==> config.mk <==
export PLATFORM = sky130hd
export DESIGN_NAME = mux4_rr_arbiter
export DESIGN_NICKNAME = d
export VERILOG_FILES = /design/src/rtl/mux4_rr_arbiter_pkg.sv /design/src/rtl/rr_pick4.sv /design/src/rtl/mux4_rr_arbiter.sv
export SDC_FILE = /design/constraint.sdc
export NUM_CORES = 1
export LEC_CHECK = 0
export ABC_AREA = 1
export CAP_MARGIN = 10
export CORE_ASPECT_RATIO = 0.8
export CORE_MARGIN = 2
export CORE_UTILIZATION = 57
export CTS_BUF_LIST = sky130_fd_sc_hd__clkbuf_8
export CTS_CLUSTER_SIZE = 20
export DETAILED_ROUTE_END_ITERATION = 6
export PLACE_DENSITY = 0.79
export SLEW_MARGIN = 20
export SYNTH_ARGS = -nofsm -noshare
export SYNTH_HDL_FRONTEND = slang
export SYNTH_HIERARCHICAL = 1
export SYNTH_SLANG_ARGS = --single-unit
==> constraint.sdc <==
create_clock -name clk -period 2.7 [get_ports clk]
set_input_delay 0.54 -clock clk [delete_from_list [all_inputs] [get_ports clk]]
set_output_delay 0.54 -clock clk [all_outputs]
set_load 0.005 [all_outputs]
==> src/rtl/mux4_rr_arbiter_pkg.sv <==
// mux4_arb_pkg: shared width constant, select type and arbiter state encoding
package mux4_arb_pkg;
  localparam int N_REQ = 4;
  typedef logic [1:0] sel_t;
  typedef enum logic {IDLE, GRANT} arb_state_e;
endpackage

==> src/rtl/rr_pick4.sv <==
// rr_pick4: combinational round-robin finder over four requests
// ports: req (requests), ptr (last owner), excl_en/excl (optional excluded index), found/idx (winner)
module rr_pick4
  import mux4_arb_pkg::*;
(
  input  logic [N_REQ-1:0] req,
  input  sel_t             ptr,
  input  logic             excl_en,
  input  sel_t             excl,
  output logic             found,
  output sel_t             idx
);
  logic [N_REQ-1:0] m;
  always_comb begin
    m = req;
    if (excl_en) m[excl] = 1'b0;
    found = |m;
    idx = ptr;
    // walk from farthest (ptr itself) to nearest (ptr+1) so the nearest set bit wins
    for (int k = N_REQ; k >= 1; k--)
      if (m[ptr + sel_t'(k)]) idx = ptr + sel_t'(k);
  end
endmodule

==> src/rtl/mux4_rr_arbiter.sv <==
// mux4_rr_arbiter: round-robin arbiter with hold limit driving the select of a shared 4:1 mux
// ports: clk, rst (async active-high), req[3:0] in; gnt[3:0] one-hot grant, S mux select, busy out
module mux4_rr_arbiter
  import mux4_arb_pkg::*;
#(
  parameter int MAX_HOLD = 8
) (
  input  logic             clk,
  input  logic             rst,
  input  logic [N_REQ-1:0] req,
  output logic [N_REQ-1:0] gnt,
  output logic [1:0]       S,
  output logic             busy
);
  localparam int HW = $clog2(MAX_HOLD + 1);
  arb_state_e       state_q, state_d;
  logic [N_REQ-1:0] gnt_q, gnt_d;
  sel_t             s_q, s_d, ptr_q, ptr_d, idx;
  logic [HW-1:0]    hold_q, hold_d;
  logic             busy_q, busy_d;
  logic             found, owner_req, others, at_max, preempt, take, release_g;
  assign owner_req = req[ptr_q];
  assign others    = |(req & ~gnt_q);
  assign at_max    = hold_q == HW'(MAX_HOLD);
  assign preempt   = state_q == GRANT && owner_req && others && at_max;
  rr_pick4 u_pick (
    .req(req), .ptr(ptr_q), .excl_en(preempt), .excl(ptr_q), .found(found), .idx(idx)
  );
  always_ff @(posedge clk or posedge rst) begin
    if (rst) state_q <= IDLE;
    else state_q <= state_d;
  end
  always_comb begin
    state_d = state_q;
    if (state_q == IDLE) state_d = found ? GRANT : IDLE;
    else state_d = (!owner_req && !others) ? IDLE : GRANT;
  end
  always_comb begin
    // take: a new winner is installed; release_g: owner left with nobody waiting
    take      = state_q == IDLE ? found : (!owner_req ? others : preempt);
    release_g = state_q == GRANT && !owner_req && !others;
    gnt_d     = take ? (4'b0001 << idx) : (release_g ? '0 : gnt_q);
    s_d       = take ? idx : s_q;
    ptr_d     = take ? idx : ptr_q;
    hold_d    = take ? HW'(1) : (state_q == GRANT && !release_g && !at_max ? hold_q + HW'(1) : hold_q);
    busy_d    = |gnt_d;
  end
  always_ff @(posedge clk or posedge rst) begin
    if (rst) begin
      gnt_q  <= '0;
      s_q    <= '0;
      ptr_q  <= 2'd3;
      hold_q <= '0;
      busy_q <= 1'b0;
    end else begin
      gnt_q  <= gnt_d;
      s_q    <= s_d;
      ptr_q  <= ptr_d;
      hold_q <= hold_d;
      busy_q <= busy_d;
    end
  end
  assign gnt  = gnt_q;
  assign S    = s_q;
  assign busy = busy_q;
  a_onehot: assert property (@(posedge clk) disable iff (rst) $onehot0(gnt_q));
  a_busy:   assert property (@(posedge clk) disable iff (rst) busy_q == |gnt_q);
  a_sel:    assert property (@(posedge clk) disable iff (rst) busy_q |-> gnt_q[s_q]);
  a_legal:  assert property (@(posedge clk) disable iff (rst) !$past(rst) |-> (gnt_q & ~$past(req)) == '0);
endmodule
==> run_results.csv <==
group,metric,value,unit
global_routing,grt.met3_usage,6.79,%
detailed_routing,antenna_violating_nets_post_route,0,
global_routing,global_route.overflow_total,0,
logic_synthesis,synth_largest_area_cell,"dfrtp_1",
cts,path_clk_slew,0.06,ns
logic_synthesis,synth.top_cells.by_count,"nand2_1 (52), inv_1 (21), nand3_1 (17), nor2_1 (15), dfrtp_1 (12)",
die,die_area,2210,um2
worst_setup_path,crit_path_cell_trace,"inv_2 > ha_1 > nand2_1 > nor2_2 > o21ai_2 > nor3_2 > buf_4 > nand3_2 > nand3_2 > nand2_2 > nand2_1 > nand2_1 > nand2_1 > nand2_1 > a21oi_2 > inv_1 > nand2_1 > nand3b_1 > nand2_1 > nor2_1 > nand2_1",
power,leak_pwr,0.803,nW
worst_setup_path,critical_path.most_common_cell,"nand2_1",
detailed_routing,detailedRoute.firstIterationViolations,87,
logic_synthesis,syn_nets,169,
global_routing,global_route.usage.total,29.0,%
placement,placement.io_buffers,12,
die,initial_utilization,62.8,%
cts,cts-buffers-inserted,3,
final_layout,layout_overhead_on_the_synthesized_area,39.2,%
sta,timing.final.crit_share,94.7,%
logic_synthesis,yosys.area_share.xor_xnor,0,%
logic_synthesis,yosys.area_share.simple,49.0,%
logic_synthesis,yosysMostFrequentCell,"nand2_1",
final_layout,n_antenna_cell,0,
min_path,hold_start,"S[1]$_DFFE_PP0N_",
worst_setup_path,crit_fanout,4,
cts,cts-root-to-sink-buffers,2,
worst_setup_path,regToRegEndpoint,"busy$_DFF_PP0_",
sta,hold_viol_final,0,
global_routing,groute.layer.met1.usage,40.8,%
die,fp-row-count,13,
logic_synthesis,yosys.area_share.adder,2.38,%
detailed_routing,postRouteWirelength,3480,um
logic_synthesis,synth.yosys.warnings,6,
global_routing,top_usage_layer,"met2",
sta,slew_violations,0,
logic_synthesis,synth_area_per_cell,6.54,um2
global_routing,use_met2,44.8,%
global_routing,grt_pass1_vias,1025,
logic_synthesis,synthesis.instances,161,
placement,gp_congestion,0.914,
cts,cts_num_sinks,14,
logic_synthesis,synth_enable_flop_cells,0,
die,placeableCoreArea,1680,um2
sta,finClkSkew,0.00300,ns
logic_synthesis,synth.cell_area,1050,um2
logic_synthesis,synth.lib_cells_used.distinct,23,
power,total_power,0.00193,W
global_routing,number_of_antenna_violations_at_the_first_check_in_global_routing,0,
worst_setup_path,cp.arrival,2.69,ns
logic_synthesis,combinational_family_with_the_most_area_after_synthesis,"simple AND/OR/NAND/NOR gates",
worst_setup_path,critical-path-slowest-cell,"dfrtp_1",
logic_synthesis,ys_async_sr_fraction,100,%
global_routing,global_route_wire_length_before_repair,4660,um
logic_synthesis,muxShareOfSynthArea,0,%
worst_setup_path,critical_path.endpoint_type,"register",
detailed_routing,vias_per_cell,5.78,
detailed_routing,route.detailed.wl_per_inst,15.9,um
die,ios,13,
sta,fmax,391,MHz
cts,h-tree-depth,1,
worst_setup_path,critical_path.max_stage_delay,0.40,ns
flow_run,cap_violations,0,
logic_synthesis,synth.area.top_cells,"dfrtp_1 (29%), nand2_1 (19%), nand3_1 (8.1%)",
worst_setup_path,worstPathBufferInverterCount,3,
detailed_routing,first_pass_iters,7,
sta,worstMarginPinSlew,0.550,ns
outcome,failed_checks,"design-rule violations",
worst_setup_path,critPathTopFamily,"simple AND/OR/NAND/NOR gates",
die,floorplan.die.width,52.0,um
cts,cts_tree,"built",
logic_synthesis,synth_seq_cells,14,
outcome,status,"finished, violations left",
worst_setup_path,start_kind,"register",
die,die_height,42.4,um
cts,clk_root_buffer_cell,"clkbuf_8",
sta,min_period,2.56,ns
worst_setup_path,classification_of_the_worst_setup_path,"register to register",
min_path,hold_end,"S[1]$_DFFE_PP0N_",
logic_synthesis,synth-compound-area-share,5.47,%
worst_setup_path,regToRegSetupSlack,0.14,ns
min_path,hp-class,"register to register",
sta,setup_violations,0,
logic_synthesis,ys_seq_area_share,33.5,%
worst_setup_path,reg2regPathDepth,21,
worst_setup_path,cp_num_cells,21,
worst_setup_path,cp.required,2.83,ns
worst_setup_path,worstReg2RegStart,"hold_q[1]$_DFFE_PP0P_",
power,power_density,1320,nW/um2
cts,clock_insertion_delay_worst_skew,0.24,ns
power,peakVddDrop,0.00111,V
placement,place.detailed.hpwl,2010,um
sta,max-slew-margin-rel,63.3,%
logic_synthesis,synth_top_flop_cell,"dfrtp_1",
sta,totalNegativeSetupSlack,0,ns
global_routing,grt_start_max_net_pins,15,
min_path,hold-path-cell-count,2,
final_layout,drive_gt1_share,33.0,%
detailed_routing,drt_drc_violations_left,20,
logic_synthesis,synth.top_cell.area_share,28.5,%
detailed_routing,num_vias,1266,
final_layout,layout.nets,206,
## state kept, by name, summed over array words and instances, names as in the netlist
signal   cells
gnt          4
hold_q       4
S            2
ptr_q        2
busy         1
state_q      1
## cell usage in the layout (no fill, tap or decap), drive strengths merged
cell and instances:
nand2 62, inv 27, buf 20, nor2 20
nand3 20, dfrtp 12, clkdlybuf4s50 8, o21ai 7
clkbuf 4, dlymetal6s2s 4, a21oi 3, nand3b 2
ha 2, dfstp 2, nor3 2, nand4 1
and3 1
## metrics by stage
stage          hold slack [ns]  instances  utilization [%]  worst slack (ns)  cell area, um2
2_1_floorplan            0.428        161                -             0.341            1050
3_3_place_gp             0.470        209             77.9            -0.109            1310
3_5_place_dp             0.471        209             77.9            -0.191            1310
4_1_cts                  0.499        213             81.2            0.0215            1360
5_1_grt                  0.528        219             87.5           -0.0387            1470
6_report                 0.499        219             87.5             0.142            1470
## logic make-up after synthesis
kind of cell    after synthesis
flops                        14
compound gates               10
fa+ha+maj                     2
simple gates                108
buf+inv                      27
## worst min-delay path, stage by stage, from the launching register on
cell     delay, ns
dfrtp_1       0.35
nand2_1       0.06
nand2_1       0.06
## per-layer routing
layer,up-vias,part of all wire [%]
li1,575,-
met1,573,40
met2,99,47
met3,19,9.9
met4,0,3.4
met5,-,0
## area by class of cell
type | count | area, um2
multi-input cells | 120 | 648
flip-flops and latches | 14 | 353
repair buffers | 32 | 280
fillers | 89 | 210
inverters | 27 | 101
clock buffers | 4 | 55.1
well taps | 22 | 27.5
## where the power goes
group,internal [W],switching (W),leakage [nW]
Clock,0.000129,0.0000746,0.0288
Combinational,0.000531,0.000799,0.604
Sequential,0.000319,0.0000771,0.170
Total,0.000979,0.000951,0.803
## timing repair
item | 4_1_cts | 5_1_grt
setup endpoints to repair | 0 | 13
gates resized for setup | 0 | 19
buffers inserted | 0 | 6
hold buffers | 0 | 0
## how the worst max path moves through the flow
| stage | startpoint | endpoint | slack (ns) |
|---|---|---|---|
| finish | hold_q[1]$_DFFE_PP0P_ | busy$_DFF_PP0_ | 0.14 |
| global route | hold_q[0]$_DFFE_PP0P_ | busy$_DFF_PP0_ | -0.04 |
| CTS | req[3] | busy$_DFF_PP0_ | 0.02 |
| detailed placement | req[3] | busy$_DFF_PP0_ | -0.19 |
| global placement | req[3] | busy$_DFF_PP0_ | -0.11 |
| floorplan | ptr_q[0]$_DFFE_PP1N_ | busy$_DFF_PP0_ | 0.34 |
No activity file was read; power rests on OpenSTA's default activity.
